File: config.mk
export PLATFORM = sky130hd
export DESIGN_NAME = int_gen_flat
export DESIGN_NICKNAME = d
export VERILOG_FILES = /design/src/rtl/int_gen_if.sv /design/src/rtl/int_gen.sv /design/src/flat_wrapper.sv
export SDC_FILE = /design/constraint.sdc
export NUM_CORES = 1
export LEC_CHECK = 0
export ABC_AREA = 1
export CORE_MARGIN = 3
export CORE_UTILIZATION = 49
export DETAILED_ROUTE_END_ITERATION = 6
export PLACE_DENSITY_LB_ADDON = 0.05
export SKIP_CTS_REPAIR_TIMING = 1
export SLEW_MARGIN = 10
export SYNTH_ARGS = -nofsm -noshare
export SYNTH_HDL_FRONTEND = slang
export SYNTH_SLANG_ARGS = --single-unit
File: constraint.sdc
create_clock -name clk -period 5.7 [get_ports clk]
set_input_delay 0.57 -clock clk [delete_from_list [all_inputs] [get_ports clk]]
set_output_delay 0.57 -clock clk [all_outputs]
set_load 0.02 [all_outputs]
File: src/rtl/int_gen_if.sv
// int_gen_if: CPU store bus and interrupt line between the CPU and int_gen
interface int_gen_if;
  logic [31:0] m_int_addr;
  logic [3:0]  m_int_byteen;
  logic        interrupt;
  modport master (output m_int_addr, m_int_byteen, input interrupt);
  modport slave  (input m_int_addr, m_int_byteen, output interrupt);
endinterface

File: src/rtl/int_gen.sv
// int_gen: periodic level interrupt generator acknowledged by a CPU store to ACK_ADDR
module int_gen #(
  parameter logic [31:0] ACK_ADDR = 32'h0000_7F20,
  parameter int          HOLDOFF  = 4,
  parameter logic [15:0] MAX_WAIT = 16'd1000
) (
  input  logic        clk,
  input  logic        reset,
  int_gen_if.slave    bus,
  input  logic        cfg_en,
  input  logic [15:0] cfg_period,
  input  logic        cfg_oneshot,
  output logic [7:0]  irq_cnt,
  output logic [7:0]  spurious_cnt,
  output logic        err_timeout
);
  typedef enum logic [1:0] {S_IDLE, S_COUNT, S_ASSERT, S_HOLD} state_t;
  localparam logic [7:0] HCNT_INIT = 8'(HOLDOFF - 1);
  state_t      state, state_n;
  logic [15:0] cnt, wcnt, wcnt_n, cnt_load;
  logic [7:0]  hcnt;
  logic        ack, irq_inc, spur_inc;
  assign ack      = (bus.m_int_addr[31:2] == ACK_ADDR[31:2]) && |bus.m_int_byteen;
  // a zero period behaves as a one-cycle period
  assign cnt_load = cfg_period - 16'(cfg_period != 16'd0);
  always_ff @(posedge clk or posedge reset)
    if (reset) state <= S_IDLE;
    else       state <= state_n;
  always_comb begin
    state_n = state;
    case (state)
      S_IDLE:   state_n = cfg_en ? S_COUNT : S_IDLE;
      S_COUNT:  state_n = !cfg_en ? S_IDLE : (cnt == 16'd0 ? S_ASSERT : S_COUNT);
      S_ASSERT: state_n = ack ? S_HOLD : S_ASSERT;
      default:  state_n = hcnt != 8'd0 ? S_HOLD : (cfg_en && !cfg_oneshot ? S_COUNT : S_IDLE);
    endcase
  end
  always_comb begin
    irq_inc  = state == S_COUNT && state_n == S_ASSERT;
    spur_inc = ack && state != S_ASSERT && spurious_cnt != 8'hff;
    wcnt_n   = (state == S_ASSERT && !ack && wcnt != MAX_WAIT) ? wcnt + 16'd1 : wcnt;
  end
  always_ff @(posedge clk or posedge reset)
    if (reset) begin
      cnt           <= '0;
      hcnt          <= '0;
      wcnt          <= '0;
      bus.interrupt <= 1'b0;
      irq_cnt       <= '0;
      spurious_cnt  <= '0;
      err_timeout   <= 1'b0;
    end else begin
      bus.interrupt <= state_n == S_ASSERT;
      cnt           <= state_n == S_COUNT ? (state == S_COUNT ? cnt - 16'd1 : cnt_load) : cnt;
      hcnt          <= state_n == S_HOLD ? (state == S_HOLD ? hcnt - 8'd1 : HCNT_INIT) : hcnt;
      wcnt          <= irq_inc ? 16'd0 : wcnt_n;
      err_timeout   <= err_timeout | (state == S_ASSERT && wcnt_n == MAX_WAIT);
      irq_cnt       <= irq_cnt + 8'(irq_inc);
      spurious_cnt  <= spurious_cnt + 8'(spur_inc);
    end
endmodule
File: src/flat_wrapper.sv
// flat-port wrapper written by rule: the top's interface ports become plain ports
module int_gen_flat 
#(
  parameter logic [31:0] ACK_ADDR = 32'h0000_7F20,
  parameter int          HOLDOFF  = 4,
  parameter logic [15:0] MAX_WAIT = 16'd1000
)
  (clk, reset, cfg_en, cfg_period, cfg_oneshot, irq_cnt, spurious_cnt, err_timeout, bus_m_int_addr, bus_m_int_byteen, bus_interrupt);
  int_gen_if bus_i ();
  input  logic clk;
  input  logic reset;
  input  logic cfg_en;
  input  logic [15:0] cfg_period;
  input  logic cfg_oneshot;
  output logic [7:0] irq_cnt;
  output logic [7:0] spurious_cnt;
  output logic err_timeout;
  input wire logic [$bits(bus_i.m_int_addr)-1:0] bus_m_int_addr;
  input wire logic [$bits(bus_i.m_int_byteen)-1:0] bus_m_int_byteen;
  output wire logic [$bits(bus_i.interrupt)-1:0] bus_interrupt;
  assign bus_i.m_int_addr = bus_m_int_addr;
  assign bus_i.m_int_byteen = bus_m_int_byteen;
  assign bus_interrupt = bus_i.interrupt;
  int_gen #(.ACK_ADDR(ACK_ADDR), .HOLDOFF(HOLDOFF), .MAX_WAIT(MAX_WAIT)) u_core (.clk(clk), .reset(reset), .bus(bus_i), .cfg_en(cfg_en), .cfg_period(cfg_period), .cfg_oneshot(cfg_oneshot), .irq_cnt(irq_cnt), .spurious_cnt(spurious_cnt), .err_timeout(err_timeout));
endmodule
* Word level (Yosys, flattened, before mapping)
Index checks and enable logic that the tools add are counted.
** Cells by class
- Bitwise operators :: 1
- Multiplexer cells :: 11
- Reductions and logical operators :: 15
- Equal/unequal tests :: 11
- $add $sub $neg :: 6
** Operators with widths (number)
- $mux W16 :: 3
- $eq A30 B13 Y1 const B :: 1
- $add A16 B1 Y16 const B :: 1
- $add A8 B1 Y8 :: 2
- $eq A16 B10 Y1 const B :: 1
- $logic_not A16 Y1 :: 1
- $ne A16 B10 Y1 const B :: 1
- $reduce_bool A16 Y1 :: 1
- $sub A16 B1 Y16 :: 1
- $sub A16 B1 Y16 const B :: 1
- $eq A2 B2 Y1 const B :: 4
- $logic_and A1 B1 Y1 :: 8
- $mux W8 :: 1
- $ne A8 B8 Y1 const B :: 1
- $reduce_bool A8 Y1 :: 1
- $sub A8 B1 Y8 const B :: 1
- $mux W2 :: 3
- $pmux W2 S3 :: 1
- $eq A2 B1 Y1 const B :: 2
- $reduce_or A4 Y1 :: 1
- $mux W1 :: 3
- $logic_not A1 Y1 :: 2
- $logic_not A2 Y1 :: 1
- $ne A2 B2 Y1 const B :: 1
- $or A1 B1 Y1 :: 1
** Storage, ports and cells
- Register bits :: 60
- Output and inout bits :: 18

* Depth between registers and ports, before layout
- Depth after elaboration :: 9
- Depth in mapped cells :: 16
- Gate-level depth less buffers :: 15

* Worst setup path after synthesis
No wires, ideal clock.
- Path kind :: register to register
- Start :: register u_core.cnt[0]
- End :: register u_core.irq_cnt[6]
- Setup time :: 0.080 ns
- Period minus slack after synthesis :: 2.383 ns
- Cell stages (with the launch flop) :: 15
- Arrival time :: 2.303 ns
- Path slack :: 3.317 ns
- Cell sequence :: dfrtp_1 inv_1 ha_1 nand2_1 nor2_1 nand2_1 nor2_1 nand3_2 clkinv_1 buf_1 ha_1 ha_1 nand3_1 nor3_1 xor2_1
** Between the ends
- Longest elaborated chain between the ends :: 7
** Ends and longest elaborated chain
- start: declaration :: line int_gen.sv:20 : logic [15:0] cnt, wcnt, wcnt_n, cnt_load;
- start signal: assignment :: line int_gen.sv:54 : cnt <= state_n == S_COUNT ? (state == S_COUNT ? cnt - 16'd1 : cnt_load) : cnt;
- $logic_not A16 Y1 :: line int_gen.sv:33 : S_COUNT: state_n = !cfg_en ? S_IDLE : (cnt == 16'd0 ? S_ASSERT : S_COUNT);
- $mux W2 (2 in a row) :: line int_gen.sv:33
- $pmux W2 S3 :: line int_gen.sv:31 : case (state)
- $eq A2 B2 Y1 :: line int_gen.sv:39 : irq_inc = state == S_COUNT && state_n == S_ASSERT;
- $logic_and A1 B1 Y1 :: line int_gen.sv:39
- $add A8 B1 Y8 :: line int_gen.sv:58 : irq_cnt <= irq_cnt + 8'(irq_inc);
- end signal: assignment :: line int_gen.sv:58
- end: declaration :: line int_gen.sv:13 : output logic [7:0] irq_cnt,
Every way passes these cells.
A chain may end at the register's enable or synchronous reset.

* Worst setup path in the final report
- Start :: input port bus_m_int_addr[8]
- End :: register u_core.cnt[14]
** Between the ends
- Longest elaborated chain between the ends :: 5
** Ends and longest elaborated chain
- start: declaration :: line flat_wrapper.sv:18 : input wire logic [$bits(bus_i.m_int_addr)-1:0] bus_m_int_addr;
- $eq A30 B13 Y1 :: line int_gen.sv:23 : assign ack = (bus.m_int_addr[31:2] == ACK_ADDR[31:2]) && |bus.m_int_byteen;
- $logic_and A1 B1 Y1 :: line int_gen.sv:23
- $mux W1 :: line int_gen.sv:34 : S_ASSERT: state_n = ack ? S_HOLD : S_ASSERT;
- $pmux W2 S3 :: line int_gen.sv:31
- $eq A2 B1 Y1 :: line int_gen.sv:54
Every way passes these cells.

==> metrics.md <==
| Metric | Value |
|---|---|
| Status | complete, no violations |
| ANT nets after route | 0 |
| Worst path bufs/invs | 2 |
| Cell taking the most area after synthesis | dfrtp_1 |
| Yosys warns | 0 |
| Area grow syn2layout | 23.26% |
| Post-route cell area | 5085 µm² |
| Total Power | 0.0008382 W |
| Post-Synth Simple-Gate Area | 32.27% |
| Cell mode on critical path | nand2_1 |
| Root Buffer | clkbuf_8 |
| FF-to-FF path depth | 13 |
| Crit end category | flop |
| Period utilization | 51.33% |
| Clock Skew | 0.008785 ns |
| Dpl cell area | 4915 µm² |
| Final WS setup | 2.774 ns |
| Static Leakage | 2.481 nW |
| DRC violations left | 0 |
| Post-Syn Area | 4125 µm² |
| WS Path Type | in -> reg |
| Largest family of logic cells by synthesized area | simple AND/OR/NAND/NOR gates |
| Port Buffer Count | 71 |
| Die footprint | 9556 µm² |
| Via count | 3910 |
| Crit path arrival time | 3.15 ns |
| TritonCTS Sinks | 60 |
| Via density | 5.138 |
| Pre-antenna DRT Iters | 5 |
| Worst path slowest cell | clkdlybuf4s50_1 |
| Die Wd | 97.76 µm |
| Iteration-0 DRC Markers | 201 |
| Initial Util | 52.04% |
| RSZ-0062 raised after global routing | false |
| Ant. Diodes | 0 |
| Grt total ovfl | 0 |
| Final HPWL DP | 7390 µm |
| CP Depth | 12 |
| Max Slew Vio Count | 0 |
| Mux contribution to synthesized area | 0% |
| Worst path top cell family by delay | simple AND/OR/NAND/NOR gates |
| Post-Route Setup TNS | 0 ns |
| Least-Margin Pin Slew | 0.7688 ns |
| CP cell instances | clkdlybuf4s50_1, nand2_1, nor2_1, nand2_1, nor2_1, nand3_2, o211ai_4, nand2_2, nor2_4, inv_1, nand2_1, nand2_1 |
| Final GP Congestion | 0.9136 |
| Pre-CTS setup slack | 2.445 ns |
| Synth Net Count | 647 |
| Latest clock arrival within the worst-skew pair | 0.34 ns |
| Fin Hold WS | 0.4687 ns |
| CTS max path bufs | 2 |
| Slew headroom | 48.74% |
| Vias in the first global route | 3787 |
| First-pass GRT wire length | 16970 µm |
| #FFs+latches synth | 60 |
| Hold path cells | 2 |
| IO Pins | 74 |
| Hold Path Class | reg -> reg |
| Initial antenna violation count | 0 |
| Final Hold Fails | 0 |
| Crit Path Max Fanout | 27 |
| Peak VDD IR | 0.1435 mV |
| TritonCTS clock tree | built |
| # H-tree levels | 3 |
| Worst setup SP type | input port |
| Syn_area_per_cell | 7.100 µm² |
| Seq/Total Area, Yosys | 36.40% |
| Drt wl/cell | 12.97 µm |
| CP max stage delay | 0.49 ns |
| Post-Synth Adder-Cell Area | 3.033% |
| Maximum clock rate | 0.3418 GHz |
| Synth top area share | 36.40% |
| Row cnt | 32 |
| Setup Viol. Count Final | 0 |
| Final wirelength | 9870 µm |
| Synth area leaders | dfrtp_1 36%, nand2_1 11%, nor2_1 8.6% |
| Max Cap Viol | 0 |
| Share of layout cells above drive strength 1 | 5.463% |
| XOR/XNOR Fraction of Synth Area | 8.705% |
| Total CTS buffers | 9 |
| Critical Path RT | 5.92 ns |
| Netlist cell types | 34 |
| Area of the core | 7928 µm² |
| GRT Total Usage | 21.34% |
| Largest net degree at the start of global routing | 61 |
| Chip height | 97.76 µm |
| Layout Nets | 720 |
| Register clock-pin slew on the reported worst setup and hold paths | 0.06 ns |
| Mapped Cells | 581 |
| Compound-gate portion of the synthesized area | 9.948% |
| Crit path time final | 2.926 ns |
| Pwr Density | 164.8 nW/µm² |
## logic make-up after synthesis
group	after synthesis
buffers and inverters	101
adder cells (fa/ha/maj)	10
AND/OR/NAND/NOR	301
flip-flops	60
XOR/XNOR	41
AO/OA/AOI/OAI	68
## state kept, by name, indices dropped and copies added (netlist names)
signal	cells
u_core.bus.interrupt	1
u_core.wcnt	16
u_core.spurious_cnt	8
u_core.err_timeout	1
u_core.cnt	16
u_core.state	2
u_core.hcnt	8
u_core.irq_cnt	8
## metal layers
metal	vias up	global-route usage, %	share of wire [%]
met5	-	0	0
met3	12	4.286	3.9
met4	0	6.709	1.3
met1	1812	29.67	47
met2	83	33.63	48
li1	2003	-	-
## cells in the final DEF (no fill, tap or decap), types with 2 or more instances in the layout
master	synthesis	layout
xor2_1	33	33
clkinv_1	2	2
nand2_4	2	2
nand4_1	29	29
nor2_4	3	3
nand3_2	3	3
clkinvlp_4	0	2
nor3_1	7	7
nor4_1	3	3
nand2_1	124	124
nor2_1	94	94
ha_1	10	10
o31ai_2	3	3
clkinv_2	0	2
o31ai_1	4	4
o21ai_0	26	26
dfrtp_1	60	60
clkbuf_1	3	2
clkdlybuf4s50_1	0	71
xnor2_1	8	8
nand3b_1	3	3
inv_1	85	84
clkbuf_8	0	10
inv_2	4	5
a21oi_1	17	17
nand3_1	30	30
o21ai_1	14	14
## power breakdown
group               switching, W  internal (W)
sequential     0.000000000000768      0.000426
combinational          0.0000320     0.0000408
clock                   0.000171      0.000168
total                   0.000203      0.000635
## synthesized netlist by cell type
master    number
o31ai_2        3
nand3_2        3
nand3b_1       3
dfrtp_1       60
nor2_2         1
nor2_1        94
nand4_1       29
o21ai_0       26
a32oi_1        1
buf_1          1
nor4_1         3
nand2_1      124
o31ai_1        4
xor2_1        33
nor3_1         7
clkbuf_1       3
nand2_2        1
buf_4          2
a31oi_1        1
o211ai_4       1
o21ai_1       14
nand2_4        2
nor2_4         3
buf_2          3
or2_2          1
inv_1         85
a31oi_4        1
inv_2          4
xnor2_1        8
ha_1          10
a21oi_1       17
buf_6          1
clkinv_1       2
nand3_1       30
## through the flow
step / cells / util [%]
floorplan: 581 / -
global placement: 745 / 61.99
detailed placement: 745 / 61.99
CTS: 761 / 64.14
global route: 761 / 64.14
finish: 761 / 64.14
## final timing paths
check	endpoint	from	slack (ns)
setup / recovery	u_core.cnt[14]	bus_m_int_addr[8]	2.77
hold reg to reg	u_core.err_timeout	u_core.err_timeout	0.47
setup reg to reg	u_core.irq_cnt[6]	u_core.cnt[0]	3.05
max in group asynchronous	u_core.wcnt[1]	reset	4.43
hold / removal	u_core.err_timeout	u_core.err_timeout	0.47
min in group asynchronous	u_core.spurious_cnt[7]	reset	0.78
## tightest hold or removal path, stage by stage (launching register included)
cell     delay [ns]
dfrtp_1        0.35
inv_1          0.04
nand2_1        0.05
## layout make-up
cell class / instances / area, µm²
fillers: 708 / 2843
well taps: 102 / 127.6
clock buffers: 12 / 145.1
inverters: 91 / 341.6
multi-input cells: 420 / 2226
flip-flops and latches: 60 / 1501
clock inverters: 4 / 25.02
repair buffers: 72 / 718.2
(Power assumes the default switching activity.)
